--- src/rtl/rs_syndrome_pkg.sv ---
// Galois-field package for the RS syndrome stage.
// Holds the code parameters, symbol and syndrome-vector types, and the GF(2^8)
// helpers used to build the constant roots of the syndrome cells.
// Optional feature macro used by the top level: RS_SYND_LEN_CHECK_EN.
package rs_syndrome_pkg;

    localparam int SYMB_WIDTH        = 8;
    localparam int N_LEN             = 255;
    localparam int ROOTS_NUM         = 16;
    localparam int BUS_WIDTH_IN_SYMB = 4;
    localparam int FIRST_ROOT        = 1;
    localparam int FIELD_CHARAC      = (1 << SYMB_WIDTH) - 1;
    localparam int BUS_DATA_W        = BUS_WIDTH_IN_SYMB * SYMB_WIDTH;

    // Field polynomial x^8 + x^4 + x^3 + x^2 + 1 (285).
    localparam logic [SYMB_WIDTH:0] POLY = 9'd285;

    // Symbol counter wide enough for a full word plus one extra beat.
    localparam int CNT_W = $clog2(N_LEN + BUS_WIDTH_IN_SYMB + 1);
    localparam int KC_W  = $clog2(BUS_WIDTH_IN_SYMB + 1);

    typedef logic [SYMB_WIDTH-1:0] symb_t;
    // Packed so that S_j sits at bits [j*SYMB_WIDTH +: SYMB_WIDTH].
    typedef symb_t [ROOTS_NUM-1:0] synd_t;

    // Shift-and-add multiply; with one constant operand this folds into an XOR network.
    function automatic symb_t gf_mult(input symb_t a, input symb_t b);
        symb_t p;
        symb_t x;
        p = '0;
        x = a;
        for (int i = 0; i < SYMB_WIDTH; i++) begin
            if (b[i]) begin
                p = p ^ x;
            end
            if (x[SYMB_WIDTH-1]) begin
                x = (x << 1) ^ POLY[SYMB_WIDTH-1:0];
            end else begin
                x = x << 1;
            end
        end
        return p;
    endfunction

    function automatic symb_t alpha_to_symb(input int e);
        symb_t v;
        v = symb_t'(1);
        for (int i = 0; i < e; i++) begin
            v = gf_mult(v, symb_t'(2));
        end
        return v;
    endfunction

    function automatic synd_t gen_synd_roots();
        synd_t r;
        for (int j = 0; j < ROOTS_NUM; j++) begin
            r[j] = alpha_to_symb((FIRST_ROOT + j) % FIELD_CHARAC);
        end
        return r;
    endfunction

    function automatic logic [KC_W-1:0] keep_popcount(input logic [BUS_WIDTH_IN_SYMB-1:0] keep);
        logic [KC_W-1:0] c;
        c = '0;
        for (int i = 0; i < BUS_WIDTH_IN_SYMB; i++) begin
            c = c + {{(KC_W-1){1'b0}}, keep[i]};
        end
        return c;
    endfunction

endpackage

--- src/rtl/rs_syndrome_if.sv ---
// Stream interface of the RS syndrome stage.
// s_*     : symbol input stream (valid/ready, lane data, lane keep mask, end-of-word).
// m_*     : syndrome-set output (valid/ready, syndrome vector, error flag, length flag).
// slave   : the syndrome block side.  master : the producer/consumer side.
interface rs_syndrome_if;
    import rs_syndrome_pkg::*;

    logic                          s_valid;
    logic                          s_ready;
    logic [BUS_DATA_W-1:0]         s_data;
    logic [BUS_WIDTH_IN_SYMB-1:0]  s_keep;
    logic                          s_last;
    logic                          m_valid;
    logic                          m_ready;
    synd_t                         m_synd;
    logic                          m_nz;
    logic                          m_len_err;

    modport slave (
        input  s_valid, s_data, s_keep, s_last, m_ready,
        output s_ready, m_valid, m_synd, m_nz, m_len_err
    );

    modport master (
        output s_valid, s_data, s_keep, s_last, m_ready,
        input  s_ready, m_valid, m_synd, m_nz, m_len_err
    );

endinterface

--- src/rtl/rs_synd_cell.sv ---
// One syndrome accumulator: Horner evaluation of the received word at a fixed root.
// Ports:
//   clk, rst   clock, asynchronous active-high reset
//   beat_en    a beat is transferred this cycle
//   clear      the transferred beat ends the word; accumulator restarts at 0
//   data, keep lane symbols and contiguous lane-valid mask of the beat
//   synd_next  accumulator value after folding in this beat's valid lanes
module rs_synd_cell
    import rs_syndrome_pkg::*;
#(
    parameter symb_t ROOT = 8'h02
) (
    input  logic                          clk,
    input  logic                          rst,
    input  logic                          beat_en,
    input  logic                          clear,
    input  logic [BUS_DATA_W-1:0]         data,
    input  logic [BUS_WIDTH_IN_SYMB-1:0]  keep,
    output symb_t                         synd_next
);

    symb_t acc_q;
    symb_t acc_d;
    symb_t chain;

    // Lane 0 holds the highest-degree symbol of the beat, so lanes are folded in
    // ascending order; masked lanes pass the running value through untouched.
    always_comb begin
        chain = acc_q;
        for (int k = 0; k < BUS_WIDTH_IN_SYMB; k++) begin
            if (keep[k]) begin
                chain = gf_mult(chain, ROOT) ^ data[k*SYMB_WIDTH +: SYMB_WIDTH];
            end
        end
        acc_d = acc_q;
        if (beat_en) begin
            acc_d = clear ? '0 : chain;
        end
    end

    always_ff @(posedge clk or posedge rst) begin
        if (rst) begin
            acc_q <= '0;
        end else begin
            acc_q <= acc_d;
        end
    end

    assign synd_next = chain;

endmodule

--- src/rtl/rs_syndrome.sv ---
// RS(255,239) syndrome stage: computes ROOTS_NUM syndromes of a received word
// delivered BUS_WIDTH_IN_SYMB symbols per beat, first symbol = highest degree.
// Ports:
//   clk   clock, rising edge
//   rst   asynchronous active-high reset; a partial word in flight is dropped
//   bus   rs_syndrome_if.slave: input stream s_* and syndrome output m_*
// Result is registered on the s_last transfer and held until m_valid && m_ready.
// Optional feature: define RS_SYND_LEN_CHECK_EN to build the symbol counter that
// drives m_len_err; otherwise m_len_err is constant 0.
module rs_syndrome
    import rs_syndrome_pkg::*;
(
    input  logic          clk,
    input  logic          rst,
    rs_syndrome_if.slave  bus
);

    localparam synd_t SYND_ROOTS = gen_synd_roots();

    logic  xfer;
    logic  last_xfer;
    synd_t synd_next;

    logic  m_valid_q, m_valid_d;
    synd_t m_synd_q,  m_synd_d;
    logic  m_nz_q,    m_nz_d;

    // Input is stalled only while a result is waiting and not being taken.
    assign bus.s_ready = !m_valid_q || bus.m_ready;
    assign xfer        = bus.s_valid && bus.s_ready;
    assign last_xfer   = xfer && bus.s_last;

    for (genvar j = 0; j < ROOTS_NUM; j++) begin : g_cell
        rs_synd_cell #(
            .ROOT (SYND_ROOTS[j])
        ) u_cell (
            .clk       (clk),
            .rst       (rst),
            .beat_en   (xfer),
            .clear     (bus.s_last),
            .data      (bus.s_data),
            .keep      (bus.s_keep),
            .synd_next (synd_next[j])
        );
    end

    // A new result may overwrite the held one only in the cycle it is consumed,
    // which s_ready already guarantees; m_valid then simply stays high.
    always_comb begin
        m_valid_d = m_valid_q;
        m_synd_d  = m_synd_q;
        m_nz_d    = m_nz_q;
        if (last_xfer) begin
            m_valid_d = 1'b1;
            m_synd_d  = synd_next;
            m_nz_d    = |synd_next;
        end else if (m_valid_q && bus.m_ready) begin
            m_valid_d = 1'b0;
        end
    end

`ifdef RS_SYND_LEN_CHECK_EN
    localparam logic [CNT_W-1:0] N_LEN_CNT = N_LEN[CNT_W-1:0];

    logic [CNT_W-1:0] cnt_q, cnt_d;
    logic [CNT_W:0]   cnt_sum;
    logic [CNT_W-1:0] cnt_sat;
    logic             m_len_err_q, m_len_err_d;

    // Count includes the last beat; saturates so an overlong word cannot wrap
    // back onto N_LEN.
    always_comb begin
        cnt_sum     = {1'b0, cnt_q} + {{(CNT_W+1-KC_W){1'b0}}, keep_popcount(bus.s_keep)};
        cnt_sat     = cnt_sum[CNT_W] ? '1 : cnt_sum[CNT_W-1:0];
        cnt_d       = cnt_q;
        m_len_err_d = m_len_err_q;
        if (xfer) begin
            cnt_d = bus.s_last ? '0 : cnt_sat;
        end
        if (last_xfer) begin
            m_len_err_d = (cnt_sat != N_LEN_CNT);
        end
    end
`endif

    always_ff @(posedge clk or posedge rst) begin
        if (rst) begin
            m_valid_q   <= 1'b0;
            m_synd_q    <= '0;
            m_nz_q      <= 1'b0;
`ifdef RS_SYND_LEN_CHECK_EN
            cnt_q       <= '0;
            m_len_err_q <= 1'b0;
`endif
        end else begin
            m_valid_q   <= m_valid_d;
            m_synd_q    <= m_synd_d;
            m_nz_q      <= m_nz_d;
`ifdef RS_SYND_LEN_CHECK_EN
            cnt_q       <= cnt_d;
            m_len_err_q <= m_len_err_d;
`endif
        end
    end

    assign bus.m_valid = m_valid_q;
    assign bus.m_synd  = m_synd_q;
    assign bus.m_nz    = m_nz_q;
`ifdef RS_SYND_LEN_CHECK_EN
    assign bus.m_len_err = m_len_err_q;
`else
    assign bus.m_len_err = 1'b0;
`endif

endmodule
--- src/flat_wrapper.sv ---
// flat-port wrapper written by rule: the top's interface ports become plain ports
module rs_syndrome_flat import rs_syndrome_pkg::*;
  (clk, rst, bus_s_valid, bus_s_data, bus_s_keep, bus_s_last, bus_m_ready, bus_s_ready, bus_m_valid, bus_m_synd, bus_m_nz, bus_m_len_err);
  rs_syndrome_if bus_i ();
  input  logic clk;
  input  logic rst;
  input wire logic [$bits(bus_i.s_valid)-1:0] bus_s_valid;
  input wire logic [$bits(bus_i.s_data)-1:0] bus_s_data;
  input wire logic [$bits(bus_i.s_keep)-1:0] bus_s_keep;
  input wire logic [$bits(bus_i.s_last)-1:0] bus_s_last;
  input wire logic [$bits(bus_i.m_ready)-1:0] bus_m_ready;
  output wire logic [$bits(bus_i.s_ready)-1:0] bus_s_ready;
  output wire logic [$bits(bus_i.m_valid)-1:0] bus_m_valid;
  output wire logic [$bits(bus_i.m_synd)-1:0] bus_m_synd;
  output wire logic [$bits(bus_i.m_nz)-1:0] bus_m_nz;
  output wire logic [$bits(bus_i.m_len_err)-1:0] bus_m_len_err;
  assign bus_i.s_valid = bus_s_valid;
  assign bus_i.s_data = bus_s_data;
  assign bus_i.s_keep = bus_s_keep;
  assign bus_i.s_last = bus_s_last;
  assign bus_i.m_ready = bus_m_ready;
  assign bus_s_ready = bus_i.s_ready;
  assign bus_m_valid = bus_i.m_valid;
  assign bus_m_synd = bus_i.m_synd;
  assign bus_m_nz = bus_i.m_nz;
  assign bus_m_len_err = bus_i.m_len_err;
  rs_syndrome u_core (.clk(clk), .rst(rst), .bus(bus_i));
endmodule
--- config.mk ---
export PLATFORM = sky130hd
export DESIGN_NAME = rs_syndrome_flat
export DESIGN_NICKNAME = d
export VERILOG_FILES = /design/src/rtl/rs_syndrome_pkg.sv /design/src/rtl/rs_syndrome_if.sv /design/src/rtl/rs_synd_cell.sv /design/src/rtl/rs_syndrome.sv /design/src/flat_wrapper.sv
export SDC_FILE = /design/constraint.sdc
export NUM_CORES = 2
export LEC_CHECK = 0
export ABC_AREA = 1
export CORE_ASPECT_RATIO = 1.5
export CORE_MARGIN = 1.5
export CORE_UTILIZATION = 65
export DETAILED_ROUTE_END_ITERATION = 6
export PLACE_DENSITY = 0.9
export SYNTH_ARGS = -nofsm -noshare
export SYNTH_HDL_FRONTEND = slang
export SYNTH_HIERARCHICAL = 1
export SYNTH_SLANG_ARGS = --single-unit
--- constraint.sdc ---
create_clock -name clk -period 5.45 [get_ports clk]
set_input_delay 0.545 -clock clk [delete_from_list [all_inputs] [get_ports clk]]
set_output_delay 0.545 -clock clk [all_outputs]
set_load 0.05 [all_outputs]
# [Yosys cells after proc, flatten, opt, wreduce, memory -nomap -nowiden]
# Index checks and enable logic that the tools add are counted.
[word_totals] reg_bits=258 latch_bits=0 ramBits=0 rom_bits=0 in_bits=41 output_inout_bits=132 elab_cells=1371 n_memories=0
[op_classes] addsub=0 multipliers=0 div=0 magnitude_cmp=0 n_eq_ne=0 shifts=0 muxes=850 bitwise=480 n_reduce_logical=7
[op_table] op="8-bit two-way mux" count=532
[op_table] op="5-bit two-way mux" count=316
[op_table] op="8-bit XOR" count=164
[op_table] op="4-bit NOT" count=316
[op_table] op="128-bit OR reduction" count=1
[op_table] op="1-bit logical AND" count=3
[op_table] op="1-bit two-way mux" count=2
[op_table] op="2-bit nonzero test" count=1
[op_table] op="1-bit zero test" count=1
[op_table] op="1-bit logical OR" count=1

# [Logic depth before layout (Yosys ltp)]
[logic_depth] ltp_word=101 ltp_mapped=57 depth_no_buf=56

# [Cells and area by module]
# Netlist, hierarchy kept.
[modules_own_cells] module="rs_syndrome" n_inst=1 cells_per_inst=466 area_each_um2=5813.1
[modules_own_cells] module="rs_synd_cell (u_core.g_cell[9].u_cell)" n_inst=1 cells_per_inst=762 area_each_um2=3853.7
[modules_own_cells] module="rs_synd_cell (u_core.g_cell[11].u_cell)" n_inst=1 cells_per_inst=712 area_each_um2=3577.2
[modules_own_cells] module="rs_synd_cell (u_core.g_cell[10].u_cell)" n_inst=1 cells_per_inst=689 area_each_um2=3570.9
[modules_own_cells] module="rs_synd_cell (u_core.g_cell[8].u_cell)" n_inst=1 cells_per_inst=688 area_each_um2=3522.1
[modules_own_cells] module="rs_synd_cell (u_core.g_cell[12].u_cell)" n_inst=1 cells_per_inst=572 area_each_um2=3193.1
[modules_own_cells] module="rs_synd_cell (u_core.g_cell[7].u_cell)" n_inst=1 cells_per_inst=606 area_each_um2=3193.1
[modules_own_cells] module="rs_synd_cell (u_core.g_cell[15].u_cell)" n_inst=1 cells_per_inst=586 area_each_um2=3065.4
[modules_own_cells] module="rs_synd_cell (u_core.g_cell[14].u_cell)" n_inst=1 cells_per_inst=580 area_each_um2=2875.3
[modules_own_cells] module="rs_synd_cell (u_core.g_cell[6].u_cell)" n_inst=1 cells_per_inst=527 area_each_um2=2648.8
[modules_own_cells] module="rs_synd_cell (u_core.g_cell[13].u_cell)" n_inst=1 cells_per_inst=531 area_each_um2=2613.8
[modules_own_cells] module="rs_synd_cell (u_core.g_cell[5].u_cell)" n_inst=1 cells_per_inst=467 area_each_um2=2388.5
[modules_own_cells] module="rs_synd_cell (u_core.g_cell[4].u_cell)" n_inst=1 cells_per_inst=424 area_each_um2=2195.9
[modules_own_cells] module="rs_synd_cell (u_core.g_cell[2].u_cell)" n_inst=1 cells_per_inst=409 area_each_um2=2193.4
[modules_own_cells] module="3 more rows"

# [Worst setup path before layout]
# OpenSTA, ideal clock, no wires.
[synth_path] path_type="register to register" from="reg u_core.g_cell[10].u_cell.acc_q[6]" to="reg u_core.m_nz_q (netlist: u_core/bus.m_nz)" setup_ns=0.115 t_arrival_ns=4.220 required_time_ns=5.335 slack_ns=1.114 stages_incl_launch_ff=47 synth_period_minus_slack_ns=4.336 cell_sequence="dfrtp_1 -> buf_4 -> nand2_2 -> inv_1 -> nor2_4 -> nand2_1 -> nand2_2 -> nand2_1 -> nand2_1 -> nand2_1 -> nand2_1 -> nand2_2 -> nand3_4 -> nand2_4 -> nand2_4 -> nand2_2 -> nand2_1 -> nand2_2 -> [... 11 more ...] -> nand2_4 -> nand2_2 -> nand2_1 -> nand2_1 -> nand2_2 -> inv_2 -> or2_1 -> nand3_1 -> nand3_1 -> and2_1 -> nor2_1 -> nand2_1 -> nor2_1 -> nand2_1 -> nor2_1 -> nand3_1 -> nor2_1 -> nor2_1"
[synth_lines] item="from (decl)" line_no="rs_synd_cell.sv:22" rtl="symb_t acc_q;"
[synth_lines] item="from (signal assigned)" line_no="rs_synd_cell.sv:43" rtl="acc_q <= '0;"
[synth_lines] item="from (signal assigned)" line_no="rs_synd_cell.sv:45" rtl="acc_q <= acc_d;"
[synth_lines] item="to (signal assigned)" line_no="rs_syndrome.sv:98" rtl="m_nz_q <= m_nz_d;"
[synth_lines] item="to (decl)" line_no="rs_syndrome.sv:26" rtl="logic m_nz_q, m_nz_d;"

==> impl.org <==
** CTS
- Clock tree from TritonCTS :: done
- The number of clock buffers added by TritonCTS is 34.
- Clock-pin slew was measured on the worst setup and hold paths at approximately 0.07 ns.
- Root buffer selected by CTS :: clkbuf_16
- Maximum buffer depth of the clock tree :: 3
- Sink count of the clock tree :: 258
- The later pin in the worst-skew pair is clocked with a latency of 0.58 ns.
- The H-tree generated during clock tree synthesis spans 2 levels.

** Final layout
- The repair_antennas step left the layout with diodes totalling 0.
- Fraction of final layout cells with drive strength greater than 1 :: about 17%
- Layout overhead on the synthesized area :: 8.95%
- Layout Cells excl Fill :: ~10k
- In the final design database the tool counted 9354 nets.

** Synth
- Mean instance size in the synthesized netlist :: 5.54 sq um
- Share of flip-flops with an asynchronous set or reset after synthesis :: 100%
- Number of flip-flops and latches in the synthesized netlist :: roughly 260
- Counting every net in the synthesized netlist gives about 9.1k.
- Synthesis handed over a netlist of 9082 instances.
- Distinct cell type count of the synthesized netlist :: 62
- In this run the cell area of the synthesized design comes to 50300 sq um.
- Number of flops mapped to enable cells by yosys :: 0
- Sequential elements use 12.8% of the synthesized area.
- Yosys printed 6 warnings.
- The most used flip-flop cell after synthesis is dfrtp_1.

** Detailed routing
- Routed wire per std cell :: about 18 um
- Once detail routing completed, the nets flagged for antenna violations numbered 0.
- First-pass detailed-route iteration total :: 7
- The detailed router finished its first iteration with 5651 violations.
- WL final :: 187000 um
- Dividing the detail-routed via count by the number of cells gives 5.83.
- Summing over every cut layer, the via total after detailed routing is 60.4k.
- Count of unresolved DRC violations after routing :: 0

** Timing
- Measured against its own limit, the worst slew margin works out to a little over a quarter.
- Across all setup checks in the final design, the least slack found is 0.178 ns.
- At the pin with the least slew margin, the transition time is 1.10 ns.
- Number of setup violations in the final report :: 0
- Setup repair after global routing could not meet its margin everywhere.
- Derived from the worst setup path, the maximum achievable clock frequency is 190 MHz.
- The max-slew violation total from the final report came to 0.
- The final number of hold-violating endpoints is 0.
- Minimum clock period after layout :: ~5.3 ns
- Dividing the final minimum period by the clock period gives around 97%.
- On the final layout, the worst clock skew is ~0.015 ns.

** Placed design
- Number of buffers added on ports :: between 150 and 200
- Counting tap cells, the placed design contains a total of 10.3k instances.
- Setup slack at placement :: -0.0368 ns
- Detailed placement ended at an HPWL of 145000 um.
- At the end of routability-driven placement, the weighted congestion stood at 1.03.

** Die
- Boundary pin count :: 173
- In this run the vertical extent of the chip is 344 um.
- Row generation in the floorplan step produced 124 rows.
- Initial core utilization :: between 60% and 70%
- The region available for standard cell placement spans 76300 sq um.
- Horizontal die dimension :: 230 um
- Die Footprint :: 79100 sq um

** Run
- The tool flagged a number of max-cap violations equal to 0.

** Setup path
- In this run the worst path has a maximum fanout of 6.
- Critical path data arrival time :: 5.75 ns
- Among all stages on the critical path, the largest delay is contributed by dfrtp_2.
- The worst setup path is launched from a flop.
- STA classifies the critical path endpoint as a flop.
- By startpoint and endpoint, the worst setup path is classified as reg -> reg.
- In this design, the critical path's most frequently occurring cell is nand2_1.
- In this design, the stage delay of the slowest critical-path cell is 0.46 ns.
- Critical path data required time :: 5.93 ns

** Global route
- Met1 track demand over resource :: between 40% and 50%
- Most heavily used metal layer in global routing :: met2
- Global-route wire length before repair :: ~290000 um
- For this run, global-route usage on met3 was measured as just under 9%.
- The via count of the first global-routing pass is 55.9k.
- Met2 Usage GRT :: 77.0%
- Global Route Usage Sum :: 45.8%
- The initial antenna violation count came to 6.
- For this run the aggregate overflow at the end of global routing stands at 0.
- Largest net degree at the start of global routing :: 94

** Outcome
- The flow ran to the end, and the final reports show no timing, DRC or antenna violations.

** Hold path
- Worst hold-check path type :: in -> async
## critical path: cells and delay by family, from the launching register on
family                    cells  cell delay (ns)
and+or+nand+nor              42             4.38
DFF                           1             0.46
buffers and inverters         1             0.18
xor gates and xnor gates      1             0.16
## area by class of cell
class	count	area (sq um)
clock buffers	42	975
clock inverters	18	160
fillers	6980	21600
inverters	1045	4030
multi-input cells	7616	38700
flip-flops and latches	258	6470
well taps	1008	1260
repair buffers	358	3160
## metal layers
| metal | part of all wire (%) | wire [um] |
|---|---|---|
| met5 | 0.022 | 41 |
| met2 | 45 | 84700 |
| met3 | 8.9 | 16700 |
| met1 | 35 | 64800 |
| met4 | 11 | 20900 |
## timing repair
action	CTS	global route
hold buffers	0	0
setup buffers	0	14
setup endpoints to repair	0	14
resized for setup	0	58
## flip-flops by register name, summed over array words and instances, names as in the netlist
signal and flops:
u_core/bus.m_synd 128, u_core/g_cell.u_cell/acc_q 128, u_core/bus.m_nz 1, u_core/bus.m_valid 1
## metrics by stage
step | hold WS, ns | util [%] | TNS, ns | area, sq um
2_1_floorplan | 0.361 | - | 0 | 50300
3_3_place_gp | 0.466 | 69.9 | 0 | 53300
3_5_place_dp | 0.476 | 69.9 | -0.0368 | 53300
4_1_cts | 0.253 | 71.4 | 0 | 54500
5_1_grt | 0.295 | 71.8 | -0.408 | 54800
6_report | 0.316 | 71.8 | 0 | 54800
## kinds of logic (layout without fill, tap and decap cells)
group	after synthesis	after routing	share of synthesized area, %
and+or+nand+nor	6953	6953	64.5
buffers and inverters	1208	1463	10.5
xor gates and xnor gates	341	341	6.40
DFF	258	258	12.8
AOI/OAI and AO/OA	225	225	2.96
muxes	96	96	2.82
other	1	1	0.00746
## layout by cell type (no fill, tap or decap), types with 39 or more instances in the layout
master / n
o21ai_1: 39
nand2_4: 117
inv_1: 817
nand3_1: 1574
nand3_2: 219
xnor2_1: 97
xor2_1: 216
nand3b_1: 81
o21ai_0: 74
nand2_2: 528
mux2_4: 90
nor2_1: 129
dfrtp_1: 246
buf_4: 169
inv_2: 174
nand2_1: 4155
clkdlybuf4s50_1: 133
nand4_1: 49
## path summary, 6_finish.rpt
| check | startpoint | endpoint | slack (ns) | depth (start not counted) |
|---|---|---|---|---|
| min in group clk | u_core/bus.m_synd[111] | u_core/bus.m_synd[111] | 0.48 | 2 |
| worst max-delay path | u_core/g_cell[10].u_cell/acc_q[6] | u_core/bus.m_nz | 0.18 | 44 |
| worst min register to register | u_core/bus.m_synd[111] | u_core/bus.m_synd[111] | 0.48 | 2 |
| worst min-delay path | rst | u_core/g_cell[15].u_cell/acc_q[7] | 0.32 | 3 |
| max in group asynchronous | rst | u_core/bus.m_synd[36] | 3.69 | 4 |
| worst max register to register | u_core/g_cell[10].u_cell/acc_q[6] | u_core/bus.m_nz | 0.18 | 44 |
## Yosys cell counts, types with 9 or more instances
cell	n	area share [%]
a21boi_0	11	0.16
a21boi_1	18	0.27
a21oi_1	14	0.14
a21oi_2	9	0.16
and2_1	29	0.36
buf_12	10	0.40
buf_2	51	0.51
buf_4	46	0.69
buf_6	33	0.74
clkbuf_1	20	0.15
clkinv_1	21	0.16
dfrtp_1	258	13
inv_1	820	6.1
inv_2	173	1.3
inv_4	24	0.30
mux2_4	90	2.7
nand2_1	4170	31
nand2_2	518	6.4
nand2_4	114	2.6
nand3_1	1588	16
nand3_2	205	4.1
nand3_4	9	0.31
nand3b_1	81	1.2
nand4_1	49	0.61
nand4_2	13	0.32
nor2_1	129	0.96
o21ai_0	74	0.74
o21ai_1	39	0.39
o21ai_2	37	0.64
or2_1	30	0.37
xnor2_1	98	1.7
xor2_1	218	3.8
xor2_2	16	0.52
Power is left out: the tool's default activity adds up to more than one toggle a clock period on the data nets, which glitch-free logic cannot reach.
